## src/rtl/pointing_device_gen2.sv

```systemverilog
// pointing_device_gen2: CD-i maneuvering-device emulator turning MiSTer joystick/analog input into the pointer byte stream
module pointing_device_gen2 #(
  parameter int         BYTE_INTERVAL = 56250,
  parameter int         LATCH_LEAD    = 10,
  parameter logic [7:0] DEVICE_ID     = 8'hCA,
  parameter int         SLOW_STEP     = 1,
  parameter int         FAST_STEP     = 2,
  parameter int         RAMP_LEN      = 5,
  parameter int         DEADZONE      = 8,
  parameter int         ANALOG_SHIFT  = 3
) (
  input  logic        clk_i,
  input  logic        reset_i,
  input  logic [15:0] mister_joystick_i,
  input  logic [15:0] mister_analog_i,
  input  logic        analog_mode_i,
  input  logic        rts_i,
  output logic [7:0]  serial_out_data_o,
  output logic        serial_out_write_o
);
  localparam int CW = $clog2(BYTE_INTERVAL + 1);
  localparam int SW = $clog2(RAMP_LEN + 2);
  typedef enum logic [1:0] {S_ID, S_B0, S_B1, S_B2} state_e;
  state_e        state_q, state_d;
  logic [CW-1:0] cnt_q, cnt_d;
  logic [SW-1:0] speed_q, speed_d;
  logic          xmit_q, xmit_d;
  logic [7:0]    f0_q, f0_d, f1_q, f1_d, f2_q, f2_d;
  logic [7:0]    x_q, x_d, y_q, y_d, sx_q, sx_d, sy_q, sy_d;
  logic          b1_q, b1_d, b2_q, b2_d, sb1_q, sb1_d, sb2_q, sb2_d;
  logic [7:0]    data_q, data_d;
  logic          write_q, write_d;
  logic [7:0]    step, nx, ny;
  logic          nb1, nb2, latch;
  logic          unused_joy;
  function automatic logic [7:0] dig(input logic pos, input logic neg, input logic [7:0] s);
    return (pos == neg) ? 8'd0 : pos ? s : 8'd0 - s;
  endfunction
  // 9-bit working width keeps -128 representable as a magnitude
  function automatic logic [7:0] ana(input logic [7:0] a);
    logic signed [8:0] w, m;
    w = {a[7], a};
    m = w[8] ? -w : w;
    return (m <= 9'(DEADZONE)) ? 8'd0 : 8'(w >>> ANALOG_SHIFT);
  endfunction
  assign unused_joy = ^mister_joystick_i[15:6];
  assign step = (speed_q >= SW'(RAMP_LEN)) ? 8'(FAST_STEP) : 8'(SLOW_STEP);
  assign nx = analog_mode_i ? ana(mister_analog_i[7:0]) : dig(mister_joystick_i[0], mister_joystick_i[1], step);
  assign ny = analog_mode_i ? ana(mister_analog_i[15:8]) : dig(mister_joystick_i[2], mister_joystick_i[3], step);
  assign nb1 = mister_joystick_i[5];
  assign nb2 = mister_joystick_i[4];
  assign latch = !rts_i && state_q == S_B0 && cnt_q == CW'(LATCH_LEAD);
  // slot timing, packet latch and byte emission
  always_comb begin
    state_d = state_q;
    cnt_d = cnt_q - CW'(1);
    speed_d = speed_q;
    xmit_d = xmit_q;
    f0_d = f0_q;
    f1_d = f1_q;
    f2_d = f2_q;
    x_d = x_q;
    y_d = y_q;
    b1_d = b1_q;
    b2_d = b2_q;
    sx_d = sx_q;
    sy_d = sy_q;
    sb1_d = sb1_q;
    sb2_d = sb2_q;
    data_d = data_q;
    write_d = 1'b0;
    if (latch) begin
      x_d = nx;
      y_d = ny;
      b1_d = nb1;
      b2_d = nb2;
      f0_d = {2'b11, nb1, nb2, ny[7:6], nx[7:6]};
      f1_d = {2'b10, nx[5:0]};
      f2_d = {2'b10, ny[5:0]};
      xmit_d = {nb1, nb2, nx, ny} != {sb1_q, sb2_q, sx_q, sy_q} || nx != 8'd0 || ny != 8'd0;
      speed_d = (analog_mode_i || mister_joystick_i[3:0] == 4'd0) ? '0 :
                (speed_q >= SW'(RAMP_LEN)) ? SW'(RAMP_LEN) : speed_q + SW'(1);
    end
    if (rts_i) begin
      state_d = S_ID;
      cnt_d = CW'(BYTE_INTERVAL);
    end else if (cnt_q == '0) begin
      cnt_d = CW'(BYTE_INTERVAL);
      write_d = state_q != S_B0 || xmit_q;
      data_d = state_q == S_ID ? DEVICE_ID : state_q == S_B1 ? f1_q : state_q == S_B2 ? f2_q : xmit_q ? f0_q : data_q;
      state_d = state_q == S_ID ? S_B0 : state_q == S_B1 ? S_B2 : state_q == S_B2 ? S_B0 : xmit_q ? S_B1 : S_B0;
      if (state_q == S_B0 && xmit_q) begin
        sx_d = x_q;
        sy_d = y_q;
        sb1_d = b1_q;
        sb2_d = b2_q;
      end
    end
  end
  // state register, cleared asynchronously
  always_ff @(posedge clk_i or posedge reset_i) begin
    if (reset_i) begin
      state_q <= S_ID;
      cnt_q <= CW'(BYTE_INTERVAL);
      speed_q <= '0;
      xmit_q <= 1'b0;
      f0_q <= 8'hC0;
      f1_q <= 8'h80;
      f2_q <= 8'h80;
      x_q <= 8'd0;
      y_q <= 8'd0;
      b1_q <= 1'b0;
      b2_q <= 1'b0;
      sx_q <= 8'd0;
      sy_q <= 8'd0;
      sb1_q <= 1'b0;
      sb2_q <= 1'b0;
      data_q <= 8'd0;
      write_q <= 1'b0;
    end else begin
      state_q <= state_d;
      cnt_q <= cnt_d;
      speed_q <= speed_d;
      xmit_q <= xmit_d;
      f0_q <= f0_d;
      f1_q <= f1_d;
      f2_q <= f2_d;
      x_q <= x_d;
      y_q <= y_d;
      b1_q <= b1_d;
      b2_q <= b2_d;
      sx_q <= sx_d;
      sy_q <= sy_d;
      sb1_q <= sb1_d;
      sb2_q <= sb2_d;
      data_q <= data_d;
      write_q <= write_d;
    end
  end
  assign serial_out_data_o = data_q;
  assign serial_out_write_o = write_q;
endmodule
```

## config.mk

```make
export PLATFORM = sky130hd
export DESIGN_NAME = pointing_device_gen2
export DESIGN_NICKNAME = d
export VERILOG_FILES = /design/src/rtl/pointing_device_gen2.sv
export SDC_FILE = /design/constraint.sdc
export NUM_CORES = 1
export LEC_CHECK = 0
export BUFFER_PORTS_ARGS = -buffer_cell sky130_fd_sc_hd__buf_4
export CORE_MARGIN = 3
export CORE_UTILIZATION = 40
export DETAILED_ROUTE_END_ITERATION = 16
export PLACE_DENSITY_LB_ADDON = 0.08
export SYNTH_ARGS = -nofsm -noshare
export SYNTH_HDL_FRONTEND = slang
export SYNTH_SLANG_ARGS = --single-unit
```

## constraint.sdc

```tcl
create_clock -name clk_i -period 3.6 [get_ports clk_i]
set_input_delay 0.18 -clock clk_i [delete_from_list [all_inputs] [get_ports clk_i]]
set_output_delay 0.18 -clock clk_i [all_outputs]
set_load 0.1 [all_outputs]
```

# == Yosys cells after proc, flatten, opt, wreduce, memory -nomap -nowiden ==
# Cells that the tools add are included.
# classes
add_sub_neg,5
order_cmp,3
n_eq_ne,8
muxes,27
bitwise,1
n_reduce_logical,17
# ops
cell,n
$mux W8,12
$mux W16,2
$le A9 B5 Y1 const B,2
$mux W9,2
$ne A18 B18 Y1,1
$neg A8 Y9,2
$eq A16 B4 Y1 const B,1
$logic_not A16 Y1,1
$reduce_bool A8 Y1,2
$sub A16 B1 Y16 const B,1
$mux W2,7
$mux W3,2
$reduce_and A3 Y1,2
$eq A2 B2 Y1 const B,2
$logic_not A4 Y1,1
$logic_or A1 B1 Y1,4
$reduce_bool A4 Y1,1
$add A3 B1 Y3 const B,1
$ge A3 B3 Y1 const B,1
$logic_and A1 B1 Y1,3
$sub A1 B2 Y3 const A,1
$eq A1 B1 Y1,2
$eq A2 B1 Y1 const B,1
$logic_not A2 Y1,1
other kinds (5),6
# word_totals
reg_bits,85
inputBits,36
out_inout_bits,9
word_cells,78

# == Logic depth before layout (Yosys ltp) ==
# Gate-level depths: netlist (run 1).
# depth
depth_word,9
ltp_mapped,9
mapped_depth_nobuf,8

# == Least setup slack after synthesis (run 1) ==
# OpenSTA, ideal clock, no wires.
# synth_timing
kind,register -> register
startpoint,reg cnt_q[5]
endpoint,reg xmit_q
setup_ns,0.126
t_arrival_ns,2.521
t_required_ns,3.474
setup_slack_ns,0.953
stages_incl_launch_ff,8
n_path_buf,1
period_less_slack_ns,2.647
path_cell_list,dfstp_2 -> or4_1 -> buf_2 -> nand4b_4 -> nor4_4 -> o2111ai_1 -> or4b_1 -> o32a_1
# synth_via
elab_chain_cells,2
# synth_lines
item,line_no,rtl
from (decl),25,"logic [CW-1:0] cnt_q, cnt_d;"
from (signal assigned),104,cnt_q <= CW'(BYTE_INTERVAL);
from (signal assigned),122,cnt_q <= cnt_d;
$eq A16 B4 Y1,52,assign latch = !rts_i && state_q == S_B0 && cnt_q == CW'(LATCH_LEAD);
$logic_and A1 B1 Y1,52,
to (signal assigned),124,xmit_q <= xmit_d;
to (decl),27,"logic xmit_q, xmit_d;"
# No other way between the ends.
# A chain may end at the register's enable or synchronous reset.

# == Final worst setup path (run 1) ==
# Same ends and word-level chain as after synthesis.

==> results_dict.tcl, run 1 <==
set metrics [dict create \
    drive_gt1_share_pct 25.2 \
    grt_max_degree 30 \
    yosysTopAreaCell "dfrtp_1" \
    num_io_pins 45 \
    fp-row-count 31 \
    syn_area_mm2 0.00319 \
    r2r-start "cnt_q[5]" \
    fin_skew_ps 8.13 \
    synth_compound_gate_area_share_pct 13.8 \
    hold_end "b1_q" \
    cts.htree.levels 2 \
    synth_top_family_by_area "simple AND/OR/NAND/NOR gates" \
    totalWireLength_um 6680 \
    wl_per_cell_um 14.3 \
    synthCells 335 \
    min_path_type "primary input to flop" \
    numCtsBuffers 5 \
    synth_area_leaders "dfrtp_1 (35%), dfstp_2 (9.1%), mux2_2 (6.0%)" \
    p_leak_nw 1.62 \
    io_buffer_count 34 \
    synth_cell_types 59 \
    ant_nets 0 \
    seq_area_mm2 0.00139 \
    avgSynthCellArea_um2 9.51 \
    grt_pass1_wl_um 11300 \
    regToRegSetupSlack_ps 860 \
    die_w_um 95.2 \
    worstHoldStart "mister_joystick_i[5]" \
    holdWs_ps 87.1 \
    wl_met3_um 137 \
    clk_pin_slew_worst_paths_ps 90 \
    start_kind "flop" \
    tritoncts "built" \
    area_growth_pct 14.7 \
    die_h_um 95.2 \
    synth_simple_gate_area_share_pct 24.8 \
    first_global_vias 2357 \
    multi_input_area_mm2 0.00169 \
    dieArea_mm2 0.00907 \
    yosysTopAreaCellShare_pct 34.6 \
    r2r_cells 6 \
    fmax_mhz 365 \
    ys.flop_type "dfrtp_1" \
    fill_cells 707 \
    p_per_area_mw_per_mm2 326 \
    grt_overflow 0 \
    ys_ff_latch 55 \
    final.setup.tns_ps 0 \
    drt_iter0_drc 75 \
    period_minus_slack_ps 2740 \
    wl_met2_um 3190 \
    dp_cells 459 \
    peakVddDrop_uv 236 \
    synthAdderAreaFrac_pct 4.32 \
    maxSlewViolCount 0 \
    dr.pass1.iters 4 \
    worstPathRequired_ps 3790 \
    end_kind "flop" \
    status "finished, final reports clean" \
    slew_headroom_pct 52.8 \
    max_cap_violations 0 \
    start_util_pct 42.6 \
    ys_seq_area_share_pct 43.6 \
    cts_max_path_buffers 2 \
    instances_no_fill 468 \
    timing.rr.end "xmit_q" \
    synthTopCellsByCount "dfrtp_1 (44), nand2_1 (41), nor2_1 (29)" \
    m1WireLength_um 3310 \
    place_hpwl_um 5040 \
    tightest_slew_ps 702 \
    post_cts_resize_count 0 \
    avgViaCountPerCell 5.29 \
    antenna_cells 0 \
    worst-path-max-fanout 7 \
    cts_root_buffer "clkbuf_8" \
    finalSetupViolCount 0 \
    synth_edf_count 0 \
    antenna_found_initial 0 \
    gp_congestion 0.717 \
    vias 2478 \
    synthMuxAreaShare_pct 6.95 \
    synth_xor_area_share_pct 2.75 \
    route.detailed.drc 0 \
    worstSetupPathType "flop to flop" \
    async_flop_share_pct 100 \
    synth.most_common_cell "dfrtp_1" \
    rsz0062_at_grt "no" \
    core_area_mm2 0.00749 \
    arrival_ps 2930 \
    top_layer "met4" \
    clock_latency_ps 300 \
    holdPathStages 3 \
    synthesis.nets 382 \
    period_share_pct 76.1 \
    nNetsFinal 415 \
    finalHoldViolCount 0 \
    yosys_warnings 0 \
    cts.sinks 55 \
    grt_usage_pct 15.9 \
]
[stage by stage]
step                      worst slack, ps  instance area, um^2  total power, mW  utilization, %
after floorplan                       953                 3190            0.777               -
after global placement                870                 3540            0.838            47.3
after global routing                  721                 3650             1.26            48.8
after detailed placement              853                 3540            0.840            47.3
final                                 861                 3650             1.19            48.8
after CTS                             831                 3650             1.21            48.8
[per-layer routing]
| metal | vias to the layer above | GRT usage [%] |
|---|---|---|
| li1 | 1260 | - |
| met1 | 1189 | 22.6 |
| met2 | 24 | 25.2 |
| met3 | 5 | 2.60 |
| met4 | 0 | 3.61 |
| met5 | - | 0 |
[how the worst max path moves through the flow]
| stage | to | slack (ps) | startpoint |
|---|---|---|---|
| floorplan | xmit_q | 950 | cnt_q[5] |
| global placement | xmit_q | 870 | cnt_q[5] |
| detailed placement | xmit_q | 850 | cnt_q[5] |
| CTS | xmit_q | 830 | cnt_q[5] |
| global route | xmit_q | 720 | cnt_q[5] |
| finish | xmit_q | 860 | cnt_q[5] |
[power by group]
| group | switching [mW] | internal (mW) | leakage [nW] | total (mW) |
|---|---|---|---|---|
| clock | 0.189 | 0.176 | 0.0515 | 0.365 |
| combinational | 0.108 | 0.0663 | 0.872 | 0.174 |
| sequential | 0.0153 | 0.638 | 0.701 | 0.653 |
| total | 0.312 | 0.880 | 1.62 | 1.19 |
[critical path, cell delays in order, from the launching register on]
cell       delay, ps
dfstp_2          400
or4_1            640
nand4b_4         280
nor4_4           370
o2111ai_1        160
or4b_1           490
o32a_1           290
[area by class of cell]
class | count | share of cell area (%)
timing repair buffer | 39 | 8.08
sequential | 55 | 38.1
tap | 99 | 3.39
multi-input combinational | 253 | 46.3
clock buffer | 8 | 2.74
inverter | 14 | 1.44
[cells by family (layout without fill, tap and decap cells)]
family                   count (synthesis)  in the layout
XOR/XNOR                                10             10
buffers and inverters                   27             61
flip-flops                              55             55
AND/OR/NAND/NOR                        139            139
multiplexers                            20             20
AO/OA/AOI/OAI                           73             73
adder cells (fa/ha/maj)                 11             11
[state kept, by name (all words and copies together), names as in the netlist, 2 cells and up]
signal,flops
cnt_q,16
serial_out_data_o,8
sx_q,5
sy_q,5
x_q,5
y_q,5
speed_q,3
state_q,2
[placed cells by master (no fill, tap or decap), drive strengths merged, types with 2 or more instances in the layout]
master   Yosys  routed
nor2        29      29
xor2         2       2
ha          11      11
o32ai        2       2
dfstp       11      11
and3b        2       2
xnor2        8       8
o2111ai      2       2
nand4b       2       2
o211ai       2       2
mux2i        3       3
o31ai        2       2
buf          3      38
dfrtp       44      44
nor3b        3       3
nand2b       7       7
o21ai       24      24
nor4         8       8
or4b         3       3
inv         14      14
and3         2       2
nor4b        2       2
a21oi       25      25
mux2        17      17
or2b         2       2
or3          5       5
nor2b        9       9
or4          4       4
nor3         3       3
a32oi        2       2
clkbuf       9       8
nand2       41      41
a22oi        3       3
nor4bb       2       2
a31oi        2       2
and2         3       3
nand3        5       5
or2          3       3
[what timing repair did]
item | in CTS | in global routing
hold buffers | 1 | 0
buffers inserted | 0 | 0
endpoints found under the hold margin | 28 | 0
setup endpoints to repair | 0 | 0
Power figures use the tool's default switching activity.
==> run 2: changes to the inputs <==
==> constraint.sdc (replaced) <==
create_clock -name clk_i -period 2.3 [get_ports clk_i]
set_input_delay 0.115 -clock clk_i [delete_from_list [all_inputs] [get_ports clk_i]]
set_output_delay 0.115 -clock clk_i [all_outputs]
set_load 0.1 [all_outputs]
==> results_dict.tcl, run 2 (synthesis gave the netlist of run 1 again) <==
set metrics [dict create \
    holdPathStages 3 \
    num_io_pins 45 \
    p_per_area_mw_per_mm2 473 \
    worstSetupPathType "flop to flop" \
    finalHoldViolCount 0 \
    peakVddDrop_uv 206 \
    wl_per_cell_um 14.7 \
    antenna_found_initial 0 \
    die_h_um 95.2 \
    die_w_um 95.2 \
    grt_pass1_wl_um 11800 \
    cts_max_path_buffers 2 \
    cts.htree.levels 2 \
    rsz0062_at_grt "yes" \
    dp_worst_setup_slack_ps -99.3 \
    fin_ws_ps -84.9 \
    hold_end "f0_q[4]" \
    antenna_cells 0 \
    fp-row-count 31 \
    tightest_slew_ps 692 \
    worst-path-max-fanout 3 \
    core_area_mm2 0.00749 \
    worstPathRequired_ps 2500 \
    end_kind "flop" \
    r2r-start "cnt_q[5]" \
    final_cell_mix "buf_4 (58), dfrtp_1 (44), nand2_1 (41), nor2_1 (29), a21oi_1 (25)" \
    start_util_pct 42.6 \
    top_register "cnt_q" \
    drive_gt1_share_pct 29.7 \
    fmax_mhz 419 \
    status "finished with violations" \
    first_global_vias 2468 \
    clock_latency_ps 310 \
    io_buffer_count 34 \
    timing.rr.end "xmit_q" \
    maxSlewViolCount 0 \
    regToRegSetupSlack_ps -80 \
    nNetsFinal 437 \
    gp_congestion 0.850 \
    p_leak_nw 1.74 \
    worstHoldStart "mister_joystick_i[4]" \
    grt_overflow 0 \
    avgViaCountPerCell 5.25 \
    final_common_cell "buf_4" \
    finalPower_mw 1.82 \
    vias 2571 \
    grt_usage_pct 16.5 \
    grt_max_degree 25 \
    finalSetupViolCount 2 \
    clk_pin_slew_worst_paths_ps 100 \
    ant_nets 0 \
    cts_root_buffer "clkbuf_8" \
    slew_headroom_pct 53.7 \
    area_growth_pct 20.8 \
    dieArea_mm2 0.00907 \
    cts.sinks 55 \
    arrival_ps 2590 \
    r2r_cells 6 \
    violations "negative setup slack" \
    final.setup.tns_ps -92.9 \
    start_kind "flop" \
    period_minus_slack_ps 2380 \
    largest_reg_flops 16 \
    totalWireLength_um 7230 \
    route.detailed.drc 0 \
    dr.pass1.iters 4 \
    min_path_type "primary input to flop" \
    max_cap_violations 0 \
    place_hpwl_um 5390 \
    fin_skew_ps 14.8 \
    numCtsBuffers 5 \
    tritoncts "built" \
    period_share_pct 104 \
    drt_iter0_drc 78 \
]
==> run 2: cell count changes in the layout (fill, tap and decap cells not counted), sizes merged <==
cell | previous run | this run
buf | 38 | 60
==> run 2: per-layer routing <==
metal	vias to the layer above	GRT usage [%]	wire, um
li1	1302	-	-
met1	1222	24.1	3670
met2	43	25.8	3250
met3	4	2.45	244
met4	0	3.61	63
met5	-	0	0
==> run 2: power by group <==
part / leakage [nW] / total (mW) / switching [mW] / internal, mW
Sequential: 0.701 / 1.02 / 0.0223 / 0.998
Clock: 0.0395 / 0.507 / 0.290 / 0.217
Combinational: 0.998 / 0.292 / 0.178 / 0.114
==> run 2: repair_timing <==
| action | 4_1_cts | 5_1_grt |
|---|---|---|
| cloned | 0 | 1 |
| endpoints found under the setup margin | 18 | 27 |
| pin swaps | 0 | 1 |
| gates resized for setup | 4 | 7 |
| hold buffers | 1 | 0 |
| endpoints found under the hold margin | 19 | 0 |
| setup buffers | 0 | 2 |
==> run 2: final cells by class <==
cell class / instances / area (um^2)
Timing Repair Buffer: 61 / 477
Tap cell: 99 / 124
Multi-Input combinational cell: 253 / 1730
Fill cell: 729 / 3640
Clock buffer: 8 / 80.1
Sequential cell: 55 / 1390
Inverter: 14 / 52.6
==> run 2: worst max-delay path by stage <==
stage / cells after the start / slack [ps] / startpoint / to
2_1_floorplan: 7 / -280 / cnt_q[5] / xmit_q
3_3_place_gp: 6 / -70 / cnt_q[5] / xmit_q
3_5_place_dp: 6 / -100 / cnt_q[5] / xmit_q
4_1_cts: 6 / -100 / cnt_q[5] / xmit_q
5_1_grt: 6 / -180 / cnt_q[5] / xmit_q
6_report: 6 / -80 / cnt_q[5] / xmit_q
==> run 2: critical path, cell delays in order (launching register included) <==
cell and delay, ps:
dfstp_2 380, or4_4 520, nand4b_4 210, nor4_4 260, o2111ai_1 140, or4b_1 480, o32a_1 290
==> run 2: stage by stage <==
step / instances / hold slack [ps] / area, um^2 / util (%)
floorplan: 335 / 220 / 3210 / -
global placement: 478 / 193 / 3700 / 49.4
detailed placement: 478 / 189 / 3700 / 49.4
CTS: 487 / 20.6 / 3800 / 50.8
global route: 490 / 17.6 / 3850 / 51.4
finish: 490 / 26.6 / 3850 / 51.4
==> run 3: changes to the inputs <==
--- a/config.mk
+++ b/config.mk
@@ -5,9 +5,10 @@
 export SDC_FILE = /design/constraint.sdc
 export NUM_CORES = 1
 export LEC_CHECK = 0
-export BUFFER_PORTS_ARGS = -buffer_cell sky130_fd_sc_hd__buf_4
+export BUFFER_PORTS_ARGS = -buffer_cell sky130_fd_sc_hd__buf_2
 export CORE_MARGIN = 3
 export CORE_UTILIZATION = 40
+export CTS_CLUSTER_DIAMETER = 30
 export DETAILED_ROUTE_END_ITERATION = 16
 export PLACE_DENSITY_LB_ADDON = 0.08
 export SYNTH_ARGS = -nofsm -noshare
==> results_dict.tcl, run 3 (synthesis gave the netlist of run 1 again) <==
set metrics [dict create \
    p_per_area_mw_per_mm2 480 \
    status "finished with violations" \
    tritoncts "built" \
    r2r_cells 6 \
    numCtsBuffers 5 \
    ant_nets 0 \
    first_global_vias 2417 \
    violations "negative setup slack" \
    clkPwrFrac_pct 28.1 \
    r2r-start "cnt_q[5]" \
    slew_headroom_pct 56.8 \
    min_path_type "primary input to flop" \
    start_kind "flop" \
    core_area_mm2 0.00749 \
    period_minus_slack_ps 2380 \
    worstHoldStart "mister_joystick_i[4]" \
    cts_root_buffer "clkbuf_8" \
    cts_max_path_buffers 2 \
    grt_max_degree 25 \
    period_share_pct 103 \
    cp_num_buf_inv 0 \
    wl_per_cell_um 14.3 \
    fin_ws_ps -77.8 \
    drive_gt1_share_pct 30.1 \
    power_frac_comb_pct 15.4 \
    dpl-instance-area_mm2 0.00363 \
    grt_overflow 0 \
    dp_worst_setup_slack_ps -102 \
    p_leak_nw 1.72 \
    finalHoldViolCount 0 \
    clock_latency_ps 300 \
    fp-row-count 31 \
    max_cap_violations 0 \
    maxSlewViolCount 0 \
    grt_usage_pct 16.2 \
    vias 2588 \
    worstPathRequired_ps 2490 \
    num_io_pins 45 \
    cts.htree.levels 2 \
    antenna_found_initial 0 \
    cts.sinks 55 \
    final_common_cell "dfrtp_1" \
    clk_pin_slew_worst_paths_ps 90 \
    crit_path_cell_trace "or4_4 > nand4b_4 > nor4_4 > o2111ai_1 > or4b_1 > o32a_1" \
    finalSetupViolCount 1 \
    p_int_mw 1.31 \
    drt_iter0_drc 66 \
    regToRegSetupSlack_ps -80 \
    start_util_pct 42.6 \
    route.detailed.drc 0 \
    timing.rr.end "xmit_q" \
    die_w_um 95.2 \
    nNetsFinal 438 \
    end_kind "flop" \
    antenna_cells 0 \
    final_cell_mix "dfrtp_1 (44), nand2_1 (41), buf_2 (34), nor2_1 (29), a21oi_1 (25)" \
    grt_pass1_wl_um 11600 \
    place_hpwl_um 5390 \
    fmax_mhz 421 \
    arrival_ps 2570 \
    slowest_delay_ps 530 \
    stdcell_area_mm2 0.00376 \
    fin_skew_ps 7.36 \
    cp_top_family "simple AND/OR/NAND/NOR gates" \
    swShare_pct 27.2 \
    peakVddDrop_uv 264 \
    io_buffer_count 34 \
    top_register "cnt_q" \
    tightest_slew_ps 646 \
    finalPower_mw 1.81 \
    dieArea_mm2 0.00907 \
    totalWireLength_um 7000 \
    largest_reg_flops 16 \
    area_growth_pct 18.1 \
    avgViaCountPerCell 5.27 \
    worstSetupPathType "flop to flop" \
    gp_congestion 0.820 \
    fin_util_pct 50.3 \
    die_h_um 95.2 \
    critPathSlowestCell "or4_4" \
    rsz0062_at_grt "yes" \
    dr.pass1.iters 4 \
    worst-path-max-fanout 3 \
    pwr-share-seq_pct 56.5 \
    hold_end "f0_q[4]" \
    switchingPower_mw 0.492 \
    holdPathStages 3 \
]
==> run 3: cell types whose count changed in the layout (fill, tap and decap cells not counted), moves of 2 or more <==
cell	before	now
o21ai_0	24	22
buf_4	58	24
o21ai_1	0	2
buf_2	0	34
==> run 3: worst register-to-register path, cell delays in order (launching register included) <==
cell and delay (ps):
dfstp_2 380, or4_4 530, nand4b_4 210, nor4_4 260, o2111ai_1 130, or4b_1 470
o32a_1 290
==> run 3: metal layers <==
metal / up-vias / part of all wire (%) / GRT usage, %
li1: 1301 / - / -
met1: 1240 / 51 / 24.0
met2: 41 / 44 / 24.8
met3: 6 / 3.7 / 2.21
met4: 0 / 1.2 / 4.33
met5: - / 0 / 0
==> run 3: timing repair <==
action,CTS,global route
endpoints found under the hold margin,15,0
resized for setup,3,8
cloned,0,1
hold buffers,1,0
buffers inserted,0,0
pin swaps,0,1
setup endpoints to repair,6,24
==> run 3: how the worst max path moves through the flow <==
| stage | from | to | cells past startpoint |
|---|---|---|---|
| after detailed placement | cnt_q[5] | xmit_q | 6 |
| after global placement | mister_analog_i[8] | xmit_q | 9 |
| after CTS | cnt_q[5] | xmit_q | 6 |
| final | cnt_q[5] | xmit_q | 6 |
| after global routing | cnt_q[5] | xmit_q | 6 |
| after floorplan | cnt_q[5] | xmit_q | 7 |
==> run 3: cell type report <==
| cell class | count | area (um^2) |
|---|---|---|
| inverter | 14 | 52.6 |
| fill | 743 | 3720 |
| sequential | 55 | 1390 |
| tap | 99 | 124 |
| timing repair buffer | 62 | 399 |
| multi-input combinational | 253 | 1720 |
| clock inverter | 1 | 5.00 |
| clock buffer | 7 | 76.3 |
==> run 3: power groups by stage <==
stage | Combinational, mW | Sequential, mW | Clock [mW]
5_1_grt | 0.312 | 1.03 | 0.566
3_5_place_dp | 0.276 | 1.04 | 0
2_1_floorplan | 0.144 | 1.07 | 0
6_report | 0.277 | 1.02 | 0.507
4_1_cts | 0.279 | 1.02 | 0.528
3_3_place_gp | 0.274 | 1.04 | 0
==> run 3: per-stage QoR <==
step                hold slack (ps)  TNS (ps)  std cells
CTS                            19.0      -109        490
detailed placement              162      -277        481
finish                         31.4     -77.8        491
global route                   34.3      -709        491
floorplan                       220     -3140        335
global placement                165      -194        481
